**src/rtl/detector_jogada_botoes.sv**
```systemverilog
// -----------------------------------------------------------------------------
// detector_jogada_botoes
//
// This module conditions the four player buttons for the game controller.
// It synchronizes the raw button levels and debounces them. It then accepts
// exactly one press per physical push. A valid press is reported as a one-hot
// code together with a single-cycle jogada_feita pulse. A press with zero
// buttons or with more than one button is reported with jogada_invalida.
// A held button is ignored until its release has also been debounced.
//
// Parameters:
//   DEBOUNCE_CICLOS  consecutive identical samples needed to accept a press
//                    or a release (min 2)
//   LARGURA_CONT     debounce counter width; must hold DEBOUNCE_CICLOS-1
//
// Ports:
//   clock            system clock
//   reset            asynchronous reset, active low
//   habilita         presses are accepted only while this is 1
//   zera             synchronous clear of jogada; has priority over a capture
//   botoes[3:0]      raw, asynchronous button levels
//   jogada[3:0]      last accepted one-hot button code (registered)
//   jogada_feita     one-cycle pulse: a valid press was accepted
//   jogada_invalida  one-cycle pulse: a stable press was not one-hot
//   tem_jogada       level: a debounced press is currently held
//   db_estado[2:0]   current FSM state code, for the debug display
// -----------------------------------------------------------------------------
module detector_jogada_botoes #(
    parameter int DEBOUNCE_CICLOS = 5,
    parameter int LARGURA_CONT    = 4
) (
    input  logic       clock,
    input  logic       reset,
    input  logic       habilita,
    input  logic       zera,
    input  logic [3:0] botoes,
    output logic [3:0] jogada,
    output logic       jogada_feita,
    output logic       jogada_invalida,
    output logic       tem_jogada,
    output logic [2:0] db_estado
);

    typedef enum logic [2:0] {
        OCIOSO             = 3'd0,
        ESTABILIZA         = 3'd1,
        PRESSIONADO        = 3'd2,
        ESPERA_SOLTAR      = 3'd3,
        ESTABILIZA_SOLTURA = 3'd4
    } estado_t;

    localparam logic [LARGURA_CONT-1:0] CONT_MAX = LARGURA_CONT'(DEBOUNCE_CICLOS - 1);

    estado_t                 estado, estado_prox;
    logic [3:0]              sync1, s;
    logic [3:0]              cap, cap_prox;
    logic [LARGURA_CONT-1:0] cnt, cnt_prox;
    logic                    carrega;
    logic                    cap_onehot;

    // Two-flop synchronizer. Only the second stage (s) is used downstream.
    // NOTE: every register here uses non-blocking assignment. This ensures
    // that s always sees the previous value of sync1 and that the two stages
    // do not collapse into one.
    always_ff @(posedge clock or negedge reset) begin
        if (!reset) begin
            sync1 <= 4'b0000;
            s     <= 4'b0000;
        end else begin
            sync1 <= botoes;
            s     <= sync1;
        end
    end

    // A non-zero value with no second bit set is one-hot.
    assign cap_onehot = (cap != 4'b0000) && ((cap & (cap - 4'd1)) == 4'b0000);

    // State, capture and counter registers.
    always_ff @(posedge clock or negedge reset) begin
        if (!reset) begin
            estado <= OCIOSO;
            cap    <= 4'b0000;
            cnt    <= '0;
        end else begin
            estado <= estado_prox;
            cap    <= cap_prox;
            cnt    <= cnt_prox;
        end
    end

    // Next-state logic. The counter only advances while it is below CONT_MAX,
    // so it can never wrap or exceed DEBOUNCE_CICLOS-1.
    always_comb begin
        // NOTE: every signal is given a default first. This prevents any path
        // through the case statement from inferring a latch.
        estado_prox = estado;
        cap_prox    = cap;
        cnt_prox    = cnt;
        carrega     = 1'b0;

        unique case (estado)
            OCIOSO: begin
                if (habilita && (s != 4'b0000)) begin
                    cap_prox    = s;
                    cnt_prox    = '0;
                    estado_prox = ESTABILIZA;
                end
            end

            ESTABILIZA: begin
                if (!habilita) begin
                    // The push is consumed without a pulse; wait for release.
                    estado_prox = ESPERA_SOLTAR;
                end else if (s != cap) begin
                    estado_prox = OCIOSO;
                end else if (cnt == CONT_MAX) begin
                    estado_prox = PRESSIONADO;
                    carrega     = cap_onehot;
                end else begin
                    cnt_prox = cnt + LARGURA_CONT'(1);
                end
            end

            PRESSIONADO: begin
                estado_prox = ESPERA_SOLTAR;
            end

            ESPERA_SOLTAR: begin
                if (s == 4'b0000) begin
                    cnt_prox    = '0;
                    estado_prox = ESTABILIZA_SOLTURA;
                end
            end

            ESTABILIZA_SOLTURA: begin
                if (s != 4'b0000) begin
                    estado_prox = ESPERA_SOLTAR;
                end else if (cnt == CONT_MAX) begin
                    estado_prox = OCIOSO;
                end else begin
                    cnt_prox = cnt + LARGURA_CONT'(1);
                end
            end

            default: begin
                estado_prox = OCIOSO;
            end
        endcase
    end

    // The accepted code register. zera wins over a capture on the same edge.
    // An invalid press leaves the previous code in place.
    always_ff @(posedge clock or negedge reset) begin
        if (!reset) begin
            jogada <= 4'b0000;
        end else if (zera) begin
            jogada <= 4'b0000;
        end else if (carrega) begin
            jogada <= cap;
        end
    end

    // Moore outputs, decoded from the state register alone.
    assign jogada_feita    = (estado == PRESSIONADO) && cap_onehot;
    assign jogada_invalida = (estado == PRESSIONADO) && !cap_onehot;
    assign tem_jogada      = (estado == PRESSIONADO) || (estado == ESPERA_SOLTAR);
    assign db_estado       = estado;

endmodule

```
**config.mk**
```make
export PLATFORM = sky130hd
export DESIGN_NAME = detector_jogada_botoes
export DESIGN_NICKNAME = d
export VERILOG_FILES = /design/src/rtl/detector_jogada_botoes.sv
export SDC_FILE = /design/constraint.sdc
export NUM_CORES = 1
export LEC_CHECK = 0
export BUFFER_PORTS_ARGS = -buffer_cell sky130_fd_sc_hd__clkbuf_2
export CORE_ASPECT_RATIO = 1.4
export CORE_UTILIZATION = 40
export CTS_CLUSTER_DIAMETER = 200
export CTS_CLUSTER_SIZE = 8
export DETAILED_ROUTE_END_ITERATION = 8
export SYNTH_ARGS = -nofsm -noshare
export SYNTH_HDL_FRONTEND = slang
export SYNTH_SLANG_ARGS = --single-unit
export TNS_END_PERCENT = 50
```
**constraint.sdc**
```tcl
create_clock -name clock -period 3 [get_ports clock]
set_input_delay 0.9 -clock clock [delete_from_list [all_inputs] [get_ports clock]]
set_output_delay 0.9 -clock clock [all_outputs]
set_load 0.05 [all_outputs]
```
### Yosys cells after proc, flatten, opt, wreduce, memory -nomap -nowiden

Index checks and enable logic that the tools add are counted.
W data, S select, Z words.

* bits in read-only memories: 0
* output and inout bits: 10
* bits of input ports: 8
* logic and storage cells: 59
* memories kept: 0
* register bits: 23
* bits in latches: 0
* bits in writable memories: 0

* muxes and demuxes: 21
* divide/modulo/power cells: 0
* shift-type cells: 0
* bitwise gates (word level): 1
* $mul: 0
* reductions and logical operators: 16
* $lt $le $gt $ge: 0
* add/subtract/negate cells: 2
* eq/ne operators: 13

Operator list (number)
* $mux W4: 8
* $mux W3: 7
* $pmux W4 S4: 1
* $pmux W3 S5: 1
* $reduce_bool A4 Y1: 3
* $ne A2 B2 Y1 const B: 5
* $logic_not A4 Y1: 2
* $eq A3 B2 Y1 const B: 2
* $reduce_and A6 Y1: 1
* $add A4 B1 Y4 const B: 1
* $and A4 B4 Y4: 1
* $eq A4 B3 Y1 const B: 1
* $logic_and A1 B1 Y1: 4
* $mux W1: 4
* $ne A4 B4 Y1: 1
* $ne A4 B4 Y1 const B: 1
* $reduce_and A4 Y1: 1
* $sub A4 B1 Y4 const B: 1
* $eq A3 B1 Y1 const B: 1
* $eq A3 B3 Y1 const B: 1
* $logic_not A3 Y1: 1
* $ne A3 B3 Y1 const B: 1
* $reduce_and A2 Y1: 1
* $reduce_bool A2 Y1: 1
* 2 further kinds: 2

### Longest topological paths before layout

Gate-level depths: netlist of run 1.

* depth after elaboration: 10
* gate-level depth with buffers: 7
* mapped depth without buffers: 7

### Worst setup path after synthesis of run 1

No wires, ideal clock.

* path type: reg-to-output
* start point: reg estado[2] (netlist: db_estado[2])
* end point: out jogada_invalida
* slack: -107 ps
* data required time: 2100 ps
* path buffers: 1
* data arrival time: 2207 ps
* cell stages (with the launch flop): 5
* cells stage by stage: dfrtp_1 buf_2 inv_1 nand2_1 nor3b_1

* longest elaborated chain between the ends: 2

RTL lines
* start, declared: RTL line 54 `estado_t estado, estado_prox;`
* start signal, assigned: RTL line 85 `estado <= estado_prox;`
* $eq A3 B2 Y1: RTL line 165 `assign jogada_invalida = (estado == PRESSIONADO) && !cap_onehot;`
* $logic_and A1 B1 Y1: RTL line 165
* end, declared: RTL line 39 `output logic jogada_invalida,`

Every way passes these cells.

### Worst setup path in the final report of run 1

* start point: reg cap[2]
* end point: out jogada_invalida

* longest elaborated chain between the ends: 6
* elaborated cells between the ends (all ways): 7
* those cells by class: add/sub (1); bitwise (1); reduce/logical (5)

RTL lines
* start, declared: RTL line 56 `logic [3:0] cap, cap_prox;`
* start signal, assigned: RTL line 86 `cap <= cap_prox;`
* $sub A4 B1 Y4: RTL line 76 `assign cap_onehot = (cap != 4'b0000) && ((cap & (cap - 4'd1)) == 4'b0000);`
* $and A4 B4 Y4: RTL line 76
* $logic_not A4 Y1: RTL line 76
* $logic_and A1 B1 Y1 (*): RTL line 76
* $logic_not A1 Y1 (*): RTL line 165
* $logic_and A1 B1 Y1 (*): RTL line 165

Every way passes the cells marked *; elsewhere a longest branch is shown, timed or not.

==> metrics.txt, run 1 <==
# TYPE chip_impl_metric gauge
chip_impl_info{name="status",value="finished, final reports clean"} 1
chip_impl_metric{name="gp_congestion",unit=""} 0.852
chip_impl_metric{name="cts_post_setup_buffers_inserted",unit=""} 0
chip_impl_info{name="grt_setup_unrepaired",value="no"} 1
chip_impl_metric{name="holdBufCountCts",unit=""} 0
chip_impl_metric{name="peakVddDrop",unit="mV"} 0.424
chip_impl_metric{name="worst_pin_slew",unit="ns"} 0.567
chip_impl_metric{name="number_of_antenna_violations_at_the_first_check_in_global_routing",unit=""} 0
chip_impl_info{name="crit_type",value="flop to output pin"} 1
chip_impl_metric{name="grt_pass1_wl",unit="µm"} 3580
chip_impl_metric{name="synth_top_cell_area_share",unit=""} 0.491
chip_impl_metric{name="r2r_slack",unit="ns"} 0.80
chip_impl_metric{name="cp_max_fo",unit=""} 6
chip_impl_info{name="critical-path-top-delay-family",value="flip-flops"} 1
chip_impl_metric{name="worst_slew_margin_rel",unit=""} 0.622
chip_impl_info{name="yosys-top-cells-area",value="dfrtp_1 49%, a2111oi_4 4.7%, mux2i_1 4.3%"} 1
chip_impl_metric{name="drt_wl_total",unit="µm"} 2100
chip_impl_metric{name="net_sw_power",unit="µW"} 560
chip_impl_metric{name="yosysWarningCount",unit=""} 0
chip_impl_metric{name="floorplan.core_area",unit="mm²"} 0.00270
chip_impl_metric{name="synth_seq_area_share",unit=""} 0.491
chip_impl_info{name="worst_setup_path_end_kind",value="output pin"} 1
chip_impl_info{name="synth_flop_cell",value="dfrtp_1"} 1
chip_impl_metric{name="drc",unit=""} 0
chip_impl_metric{name="dpl_worst_slack",unit="ns"} 0.580
chip_impl_metric{name="clock_sinks",unit=""} 23
chip_impl_metric{name="first_global_vias",unit=""} 801
chip_impl_metric{name="total_leakage_power",unit="µW"} 0.000558
chip_impl_metric{name="cp.buffers_inverters",unit=""} 1
chip_impl_metric{name="io-pin-count",unit=""} 18
chip_impl_info{name="synth_most_common_cell",value="dfrtp_1"} 1
chip_impl_metric{name="vias",unit=""} 836
chip_impl_metric{name="met2_wirelength",unit="µm"} 1010
chip_impl_metric{name="power.share.switching",unit=""} 0.463
chip_impl_metric{name="clk_transition_reported_paths",unit="ns"} 0.13
chip_impl_metric{name="ys_types",unit=""} 36
chip_impl_metric{name="layout.filler_cells",unit=""} 277
chip_impl_metric{name="ys_seq_elements",unit=""} 23
chip_impl_metric{name="hold_slack",unit="ns"} 0.363
chip_impl_metric{name="cell_internal_pwr",unit="µW"} 651
chip_impl_metric{name="post_synthesis_net_count",unit=""} 114
chip_impl_info{name="synth_commonest_cells",value="23 x dfrtp_1, 12 x nor2_1, 6 x inv_1"} 1
chip_impl_metric{name="tritoncts.num_buffers",unit=""} 3
chip_impl_metric{name="cts_repair_resize_count",unit=""} 0
chip_impl_metric{name="h_tree_levels",unit=""} 1
chip_impl_metric{name="core.rowCount",unit=""} 22
chip_impl_info{name="critical_path.reg2reg.endpoint",value="db_estado[0]"} 1
chip_impl_info{name="highest_layer",value="met4"} 1
chip_impl_metric{name="synth_enable_flop_cells",unit=""} 0
chip_impl_info{name="chain_of_cells_forming_the_critical_path",value="xor2_1 > mux2i_1 > a21o_1 > nor3b_2 > clkbuf_2"} 1
chip_impl_metric{name="detailedPlacementHpwl",unit="µm"} 1500
chip_impl_metric{name="effective_utilization_at_floorplan",unit=""} 0.434
chip_impl_metric{name="power_frac_clock",unit=""} 0.117
chip_impl_metric{name="clock_insertion_delay_worst_skew",unit="ns"} 0.31
chip_impl_metric{name="layout-area-overhead-vs-synth",unit="%"} 12.7
chip_impl_metric{name="antennaDiodeCount",unit=""} 0
chip_impl_metric{name="max_clock_freq",unit="MHz"} 362
chip_impl_metric{name="combPwrFrac",unit=""} 0.483
chip_impl_metric{name="global_route.usage.total",unit=""} 0.161
chip_impl_info{name="worstReg2RegStart",value="db_estado[0]"} 1
chip_impl_metric{name="finalMaxSlewViolations",unit=""} 0
chip_impl_metric{name="min_path_cells",unit=""} 0
chip_impl_info{name="synth_largest_area_cell",value="dfrtp_1"} 1
chip_impl_metric{name="final_critical_path_setup_slack",unit="ns"} 0.235
chip_impl_metric{name="antenna_violating_nets_post_route",unit=""} 0
chip_impl_metric{name="fin_tns_setup",unit="ns"} 0
chip_impl_metric{name="setup_skew",unit="ns"} 0.00656
chip_impl_metric{name="pwr-share-seq",unit=""} 0.400
chip_impl_metric{name="dr_wl_met3",unit="µm"} 68
chip_impl_metric{name="io_buffers",unit=""} 17
chip_impl_metric{name="largest_net_degree_at_the_start_of_global_routing",unit=""} 24
chip_impl_info{name="clk_root_buffer_cell",value="clkbuf_4"} 1
chip_impl_metric{name="die_height",unit="µm"} 66.0
chip_impl_metric{name="syn_area_per_cell",unit="µm²"} 11.3
chip_impl_info{name="hold_crit_class",value="flop to flop"} 1
chip_impl_metric{name="drt_iter0_markers",unit=""} 44
chip_impl_metric{name="die_area",unit="mm²"} 0.00315
chip_impl_metric{name="setup_violations",unit=""} 0
chip_impl_metric{name="wl_met1",unit="µm"} 997
chip_impl_info{name="sink_of_the_worst_hold_path",value="s[3]"} 1
chip_impl_metric{name="worst_ep_arrival_time",unit="ns"} 1.86
chip_impl_info{name="worstSetupStartpointType",value="flop"} 1
chip_impl_metric{name="synth_async_sr_flop_share",unit=""} 1.00
chip_impl_metric{name="finish.utilization",unit=""} 0.489
chip_impl_metric{name="die_width",unit="µm"} 47.7
chip_impl_info{name="cts_tree",value="built"} 1
chip_impl_info{name="cpMaxStageDelayCell",value="dfrtp_1"} 1
chip_impl_metric{name="max_stage_delay",unit="ns"} 0.47
chip_impl_metric{name="route.detailed.vias_per_inst",unit=""} 5.29
chip_impl_metric{name="fin_crit_sh",unit=""} 0.922
chip_impl_metric{name="crit_required",unit="ns"} 2.10
chip_impl_metric{name="r2r_cells",unit=""} 5
chip_impl_metric{name="total_power",unit="µW"} 1210
chip_impl_metric{name="wire_per_inst",unit="µm"} 13.3
chip_impl_metric{name="maxCapViolCount",unit=""} 0
chip_impl_metric{name="finalNetCount",unit=""} 133
chip_impl_metric{name="global_route.overflow_total",unit=""} 0
chip_impl_metric{name="powerDensity",unit="mW/mm²"} 918
chip_impl_metric{name="syn-cell-area",unit="mm²"} 0.00117
chip_impl_metric{name="final.min_clock_period",unit="ns"} 2.76
chip_impl_metric{name="synthesis.instances",unit=""} 104
chip_impl_metric{name="clockBufferDepth",unit=""} 2
chip_impl_metric{name="post_route_cells_drive_above_1_share",unit=""} 0.262
chip_impl_metric{name="timing_hold_violations_final",unit=""} 0
chip_impl_metric{name="detailedRoute.firstPassIterationCount",unit=""} 4
chip_impl_info{name="min_from",value="sync1[3]"} 1
per-layer routing:
| layer | vias up | global-route usage |
|---|---|---|
| met3 | 2 | 0.0328 |
| met5 | - | 0 |
| met2 | 16 | 0.247 |
| li1 | 419 | - |
| met4 | 0 | 0.0833 |
| met1 | 399 | 0.206 |
how the worst max path moves through the flow:
stage,from,endpoint,slack [ns],cells after the start
6_report,cap[2],jogada_invalida,0.24,5
5_1_grt,cap[2],jogada_invalida,0.11,5
4_1_cts,cap[2],jogada_invalida,0.20,5
3_5_place_dp,cap[2],jogada_invalida,0.58,5
3_3_place_gp,cap[2],jogada_invalida,0.60,5
2_1_floorplan,db_estado[2],jogada_feita,-0.05,4
placed cells by master, fill, tap and decap left out, types with 2 or more instances in the layout:
master	n
nand4_1	3
clkbuf_2	17
nor2_1	12
nor3b_2	2
a2111oi_4	2
o21ai_0	3
xnor2_1	5
dfrtp_1	23
nor3_1	3
mux2_2	4
inv_1	6
or4_1	2
nand2_1	5
mux2i_1	5
a311o_1	2
clkbuf_4	3
a31o_2	2
nor4_1	2
ha_1	2
nand3_1	3
kinds of logic (layout without fill, tap and decap cells):
group / count (synthesis) / in the layout / synth area share
AO/OA/AOI/OAI: 20 / 20 / 0.161
XOR/XNOR: 6 / 6 / 0.0449
adder cells (fa/ha/maj): 2 / 2 / 0.0214
buffers and inverters: 9 / 27 / 0.0310
flip-flops: 23 / 23 / 0.491
multiplexers: 9 / 9 / 0.0812
AND/OR/NAND/NOR: 35 / 35 / 0.169
sequential cells by signal (all words and copies together) (netlist names):
register,cells
cap,4
cnt,4
db_estado,3
jogada,4
s,4
sync1,4
power groups by stage:
stage	combinational [µW]	clock [µW]	sequential (µW)
after floorplan	477	0	492
after global placement	586	0	487
after detailed placement	588	0	492
after CTS	591	156	486
after global routing	642	167	503
final	585	142	484
stage by stage:
stage,std cells,cell area (µm²)
6_report,158,1320
5_1_grt,158,1320
4_1_cts,158,1320
3_5_place_dp,154,1290
3_3_place_gp,154,1290
2_1_floorplan,104,1180
worst register-to-register path: cells and delay by family, from the launching register on:
kind            cells  cell delay, ns
simple gates        3            0.76
flops               1            0.61
compound gates      2            0.75
layout make-up:
cell class	count	area (µm²)	share of cell area
clock buffers	3	22.5	0.0171
clock inverters	1	5.00	0.00379
inverters	6	22.5	0.0171
multi-input cells	72	564	0.427
flip-flops and latches	23	576	0.436
well taps	36	45.0	0.0341
repair buffers	17	85.1	0.0645
No activity file was read; power rests on OpenSTA's default activity.
==> run 2, diff against run 1 <==
- PLACE_DENSITY_LB_ADDON: not set -> 0.12
==> run 2 against run 1 <==
Against the previous run: critical path depth unchanged; clock power increased by 4%; clock skew decreased by 0.0036 ns; worst setup slack lost 0.015 ns; final area rose by 0.19%; sequential share of layout area shrank 0.082 points; non-clock buffer count unchanged; final cell count unchanged; register-to-register slack worse by 0.02 ns; via count grew 2.9%; wire length up 2.6%; critical endpoint unchanged; largest cell class unchanged; highest routed layer unchanged.
==> metrics.txt, run 2 (same netlist as run 1, synthesis figures left out) <==
# TYPE chip_impl_metric gauge
chip_impl_metric{name="wire_per_inst",unit="µm"} 13.6
chip_impl_metric{name="worst_slew_margin_rel",unit=""} 0.619
chip_impl_info{name="layout_commonest_cell",value="dfrtp_1"} 1
chip_impl_metric{name="timing_hold_violations_final",unit=""} 0
chip_impl_info{name="chain_of_cells_forming_the_critical_path",value="xor2_1 > mux2i_1 > a21o_1 > nor3b_2 > clkbuf_2"} 1
chip_impl_info{name="grt_setup_unrepaired",value="no"} 1
chip_impl_metric{name="die_width",unit="µm"} 47.7
chip_impl_metric{name="tritoncts.num_buffers",unit=""} 3
chip_impl_metric{name="gp_congestion",unit=""} 0.847
chip_impl_metric{name="largest_net_degree_at_the_start_of_global_routing",unit=""} 24
chip_impl_metric{name="effective_utilization_at_floorplan",unit=""} 0.434
chip_impl_metric{name="clockBufferDepth",unit=""} 2
chip_impl_metric{name="drc",unit=""} 0
chip_impl_metric{name="cts_post_setup_buffers_inserted",unit=""} 0
chip_impl_metric{name="global_route.overflow_total",unit=""} 0
chip_impl_metric{name="global_route.usage.total",unit=""} 0.160
chip_impl_metric{name="core.rowCount",unit=""} 22
chip_impl_metric{name="clock_insertion_delay_worst_skew",unit="ns"} 0.31
chip_impl_metric{name="layout.filler_cells",unit=""} 283
chip_impl_metric{name="post_route_cells_drive_above_1_share",unit=""} 0.262
chip_impl_metric{name="detailedPlacementHpwl",unit="µm"} 1570
chip_impl_metric{name="peakVddDrop",unit="mV"} 0.427
chip_impl_metric{name="first_global_vias",unit=""} 862
chip_impl_metric{name="cts_repair_resize_count",unit=""} 0
chip_impl_metric{name="hold_slack",unit="ns"} 0.364
chip_impl_metric{name="grt_pass1_wl",unit="µm"} 3660
chip_impl_metric{name="maxCapViolCount",unit=""} 0
chip_impl_info{name="most-common-layout-cells",value="23 x dfrtp_1, 17 x clkbuf_2, 12 x nor2_1, 6 x inv_1"} 1
chip_impl_metric{name="place_area",unit="mm²"} 0.00129
chip_impl_metric{name="io_buffers",unit=""} 17
chip_impl_metric{name="max_stage_delay",unit="ns"} 0.47
chip_impl_metric{name="final_cell_area",unit="mm²"} 0.00132
chip_impl_metric{name="io-pin-count",unit=""} 18
chip_impl_metric{name="number_of_antenna_violations_at_the_first_check_in_global_routing",unit=""} 0
chip_impl_metric{name="dpl_worst_slack",unit="ns"} 0.566
chip_impl_info{name="clk_root_buffer_cell",value="clkbuf_4"} 1
chip_impl_info{name="cts_tree",value="built"} 1
chip_impl_info{name="worst_setup_path_end_kind",value="output pin"} 1
chip_impl_info{name="hold_crit_class",value="flop to flop"} 1
chip_impl_metric{name="worst_pin_slew",unit="ns"} 0.571
chip_impl_metric{name="fin_crit_sh",unit=""} 0.927
chip_impl_metric{name="setup_violations",unit=""} 0
chip_impl_metric{name="max_clock_freq",unit="MHz"} 360
chip_impl_metric{name="multi_input_gate_area",unit="µm²"} 564
chip_impl_info{name="cpMaxStageDelayCell",value="dfrtp_1"} 1
chip_impl_metric{name="clock_sinks",unit=""} 23
chip_impl_metric{name="powerDensity",unit="mW/mm²"} 927
chip_impl_metric{name="layout-area-overhead-vs-synth",unit="%"} 12.9
chip_impl_metric{name="worst_ep_arrival_time",unit="ns"} 1.88
chip_impl_metric{name="drt_wl_total",unit="µm"} 2160
chip_impl_metric{name="fin_tns_setup",unit="ns"} 0
chip_impl_metric{name="route.detailed.vias_per_inst",unit=""} 5.44
chip_impl_metric{name="finalMaxSlewViolations",unit=""} 0
chip_impl_metric{name="antennaDiodeCount",unit=""} 0
chip_impl_info{name="status",value="finished, final reports clean"} 1
chip_impl_metric{name="cp_max_fo",unit=""} 6
chip_impl_metric{name="final_critical_path_setup_slack",unit="ns"} 0.220
chip_impl_metric{name="final.min_clock_period",unit="ns"} 2.78
chip_impl_metric{name="total_leakage_power",unit="µW"} 0.000554
chip_impl_metric{name="crit_required",unit="ns"} 2.10
chip_impl_metric{name="holdBufCountCts",unit=""} 0
chip_impl_metric{name="die_height",unit="µm"} 66.0
chip_impl_metric{name="h_tree_levels",unit=""} 1
chip_impl_metric{name="drt_iter0_markers",unit=""} 23
chip_impl_metric{name="clk_transition_reported_paths",unit="ns"} 0.13
chip_impl_metric{name="area_of_all_sequential_standard_cells",unit="µm²"} 576
chip_impl_metric{name="finalNetCount",unit=""} 133
chip_impl_metric{name="setup_skew",unit="ns"} 0.00299
chip_impl_metric{name="vias",unit=""} 860
chip_impl_metric{name="die_area",unit="mm²"} 0.00315
chip_impl_metric{name="floorplan.core_area",unit="mm²"} 0.00270
chip_impl_info{name="crit_type",value="flop to output pin"} 1
chip_impl_metric{name="antenna_violating_nets_post_route",unit=""} 0
chip_impl_info{name="worstSetupStartpointType",value="flop"} 1
chip_impl_metric{name="detailedRoute.firstPassIterationCount",unit=""} 4
run 2: changes by cell type in the layout (fill, tap and decap cells not counted), sizes merged:
cell	before	now
clkinvlp	0	1
clkinv	1	0
run 2: final cells by class:
type,count,area share
Clock buffer,3,0.0170
Clock inverter,1,0.00568
Inverter,6,0.0170
Multi-Input combinational cell,72,0.427
Sequential cell,23,0.435
Tap cell,36,0.0341
Timing Repair Buffer,17,0.0643
run 2: power breakdown:
group	switching, µW	internal, µW	leakage, µW	total [µW]
logic	359	233	0.000251	592
clock network	96.1	50.7	0.0000139	147
registers	119	368	0.000289	487
total	574	652	0.000554	1230
run 2: worst paths after layout:
kind,startpoint,to,slack (ns),cells past startpoint
max,cap[2],jogada_invalida,0.22,5
min,sync1[2],s[2],0.36,0
max reg2reg,db_estado[0],db_estado[0],0.78,5
min reg2reg,sync1[2],s[2],0.36,0
max in group asynchronous,reset,jogada[0],2.07,1
min in group asynchronous,reset,jogada[3],0.56,1
run 2: worst max-delay path, delay by kind of cell (launching register included):
family | cells | cell delay, ns
AO/OA/AOI/OAI | 1 | 0.19
XOR/XNOR | 1 | 0.18
buffers and inverters | 1 | 0.30
flip-flops | 1 | 0.47
multiplexers | 1 | 0.27
AND/OR/NAND/NOR | 1 | 0.16
run 2: layer usage:
metal  GRT usage  up-vias  part of all wire
met1       0.191      418              0.46
met4      0.0764        0             0.011
met5           0        -                 0
li1            -      417                 -
met3      0.0219        2             0.032
met2       0.269       23              0.50
run 2: stage by stage:
stage               std cells  power, µW   util
floorplan                 104        969      -
global placement          154       1070  0.479
detailed placement        154       1080  0.479
CTS                       158       1230  0.490
global route              158       1310  0.490
finish                    158       1230  0.490
==> run 3, diff against run 2 <==
- CORE_UTILIZATION: 40 -> 59
==> run 3 against run 2 <==
Against the previous run: combinational power decreased by 2%; via count shrank 0.70%; critical path depth did not move; highest routed layer unchanged; final area fell by 1.5%; largest power group unchanged; sequential share of layout area is 0.67 points higher; critical endpoint unchanged; worst setup slack improved by 0.0099 ns; utilization increased by 22 points; first-iteration DRC count down 39%; sequential power about the same; global-route usage increased by 6.3 points; largest cell class unchanged.
==> metrics.txt, run 3 (same netlist as run 1, synthesis figures left out) <==
# TYPE chip_impl_metric gauge
chip_impl_metric{name="clk_transition_reported_paths",unit="ns"} 0.13
chip_impl_metric{name="setup_skew",unit="ns"} 0.00395
chip_impl_metric{name="peakVddDrop",unit="mV"} 0.539
chip_impl_metric{name="worst_pin_slew",unit="ns"} 0.565
chip_impl_metric{name="clock_sinks",unit=""} 23
chip_impl_metric{name="max_clock_freq",unit="MHz"} 361
chip_impl_metric{name="die_height",unit="µm"} 54.7
chip_impl_metric{name="route.detailed.vias_per_inst",unit=""} 6.01
chip_impl_metric{name="cts_repair_resize_count",unit=""} 0
chip_impl_info{name="critical_path.reg2reg.endpoint",value="db_estado[0]"} 1
chip_impl_metric{name="crit_required",unit="ns"} 2.10
chip_impl_metric{name="holdBufCountCts",unit=""} 0
chip_impl_info{name="crit_type",value="flop to output pin"} 1
chip_impl_metric{name="drt_iter0_markers",unit=""} 14
chip_impl_metric{name="final.min_clock_period",unit="ns"} 2.77
chip_impl_info{name="most-common-layout-cells",value="23 x dfrtp_1, 17 x clkbuf_2, 12 x nor2_1, 6 x inv_1"} 1
chip_impl_metric{name="floorplan.core_area",unit="mm²"} 0.00182
chip_impl_metric{name="finalMaxSlewViolations",unit=""} 0
chip_impl_info{name="layout_commonest_cell",value="dfrtp_1"} 1
chip_impl_metric{name="dpl_worst_slack",unit="ns"} 0.591
chip_impl_metric{name="core.rowCount",unit=""} 18
chip_impl_metric{name="wire_per_inst",unit="µm"} 14.1
chip_impl_metric{name="effective_utilization_at_floorplan",unit=""} 0.642
chip_impl_metric{name="fin_tns_setup",unit="ns"} 0
chip_impl_metric{name="die_area",unit="mm²"} 0.00217
chip_impl_metric{name="global_route.overflow_total",unit=""} 0
chip_impl_metric{name="layout.filler_cells",unit=""} 138
chip_impl_info{name="cts_tree",value="built"} 1
chip_impl_metric{name="setup_violations",unit=""} 0
chip_impl_metric{name="tritoncts.num_buffers",unit=""} 3
chip_impl_metric{name="maxCapViolCount",unit=""} 0
chip_impl_metric{name="layout-area-overhead-vs-synth",unit="%"} 11.2
chip_impl_metric{name="drc",unit=""} 0
chip_impl_metric{name="powerDensity",unit="mW/mm²"} 933
chip_impl_metric{name="clock_insertion_delay_worst_skew",unit="ns"} 0.32
chip_impl_metric{name="finalNetCount",unit=""} 133
chip_impl_metric{name="global_route.usage.total",unit=""} 0.223
chip_impl_metric{name="worst_ep_arrival_time",unit="ns"} 1.87
chip_impl_metric{name="detailedRoute.firstPassIterationCount",unit=""} 4
chip_impl_metric{name="cp_max_fo",unit=""} 6
chip_impl_info{name="worstSetupStartpointType",value="flop"} 1
chip_impl_metric{name="worst_slew_margin_rel",unit=""} 0.623
chip_impl_metric{name="r2r_cells",unit=""} 5
chip_impl_metric{name="cts_post_setup_buffers_inserted",unit=""} 0
chip_impl_metric{name="post_route_cells_drive_above_1_share",unit=""} 0.262
chip_impl_metric{name="final_critical_path_setup_slack",unit="ns"} 0.230
chip_impl_metric{name="io-pin-count",unit=""} 18
chip_impl_metric{name="io_buffers",unit=""} 17
chip_impl_info{name="clk_root_buffer_cell",value="clkbuf_4"} 1
chip_impl_info{name="worstSetupStartpoint",value="cap[2]"} 1
chip_impl_info{name="critical_path.endpoint",value="jogada_invalida"} 1
chip_impl_metric{name="antennaDiodeCount",unit=""} 0
chip_impl_info{name="worstReg2RegStart",value="db_estado[0]"} 1
chip_impl_metric{name="grt_pass1_wl",unit="µm"} 3220
chip_impl_metric{name="drt_wl_total",unit="µm"} 2000
chip_impl_metric{name="gp_congestion",unit=""} 0.771
chip_impl_info{name="worst_setup_path_end_kind",value="output pin"} 1
chip_impl_metric{name="number_of_antenna_violations_at_the_first_check_in_global_routing",unit=""} 0
chip_impl_metric{name="clockBufferDepth",unit=""} 2
chip_impl_metric{name="r2r_slack",unit="ns"} 0.80
chip_impl_metric{name="h_tree_levels",unit=""} 1
chip_impl_metric{name="fin_crit_sh",unit=""} 0.923
chip_impl_metric{name="die_width",unit="µm"} 39.7
chip_impl_metric{name="antenna_violating_nets_post_route",unit=""} 0
chip_impl_metric{name="detailedPlacementHpwl",unit="µm"} 1440
chip_impl_metric{name="first_global_vias",unit=""} 755
chip_impl_metric{name="largest_net_degree_at_the_start_of_global_routing",unit=""} 24
chip_impl_metric{name="timing_hold_violations_final",unit=""} 0
chip_impl_metric{name="finish.utilization",unit=""} 0.714
chip_impl_metric{name="total_leakage_power",unit="µW"} 0.000554
chip_impl_info{name="hold_crit_class",value="flop to flop"} 1
chip_impl_metric{name="vias",unit=""} 854
chip_impl_info{name="grt_setup_unrepaired",value="no"} 1
chip_impl_info{name="status",value="finished, final reports clean"} 1
[run 3: cell counts in the layout (fill, tap and decap cells not counted)]
No cell type changed its count.
[run 3: layout make-up]
cell class,instances,area [µm²],share of cell area
Multi-Input combinational cell,72,564,0.433
Inverter,6,22.5,0.0173
Tap cell,20,25.0,0.0192
Clock buffer,3,22.5,0.0173
Timing Repair Buffer,17,85.1,0.0653
Clock inverter,1,7.51,0.00576
Sequential cell,23,576,0.442
[run 3: routing by layer]
layer | routed length [µm] | global-route usage
met1 | 886 | 0.283
met2 | 960 | 0.363
met5 | 0 | 0
met4 | 40 | 0.103
met3 | 113 | 0.0366
[run 3: stage by stage]
step / hold WS, ns / std cells / total power (µW) / cell area, µm²
5_1_grt: 0.371 / 142 / 1300 / 1300
3_3_place_gp: 0.333 / 138 / 1060 / 1270
2_1_floorplan: 0.331 / 104 / 969 / 1180
4_1_cts: 0.366 / 142 / 1220 / 1300
6_report: 0.363 / 142 / 1220 / 1300
3_5_place_dp: 0.336 / 138 / 1070 / 1270
[run 3: worst max-delay path, stage by stage (launching register included)]
cell      delay (ns)
dfrtp_1         0.47
xor2_1          0.18
mux2i_1         0.28
a21o_1          0.19
nor3b_2         0.15
clkbuf_2        0.29
[run 3: worst min path at each step]
stage,start,to,depth (start not counted)
after CTS,sync1[3],s[3],0
after floorplan,sync1[0],s[0],0
after global placement,sync1[2],s[2],0
final,sync1[3],s[3],0
after detailed placement,sync1[3],s[3],0
after global routing,sync1[3],s[3],0
[run 3: report_power, final]
group | switching [µW] | leakage (µW) | internal, µW
Combinational | 349 | 0.000251 | 233
Sequential | 118 | 0.000289 | 368
Clock | 95.5 | 0.0000139 | 51.0
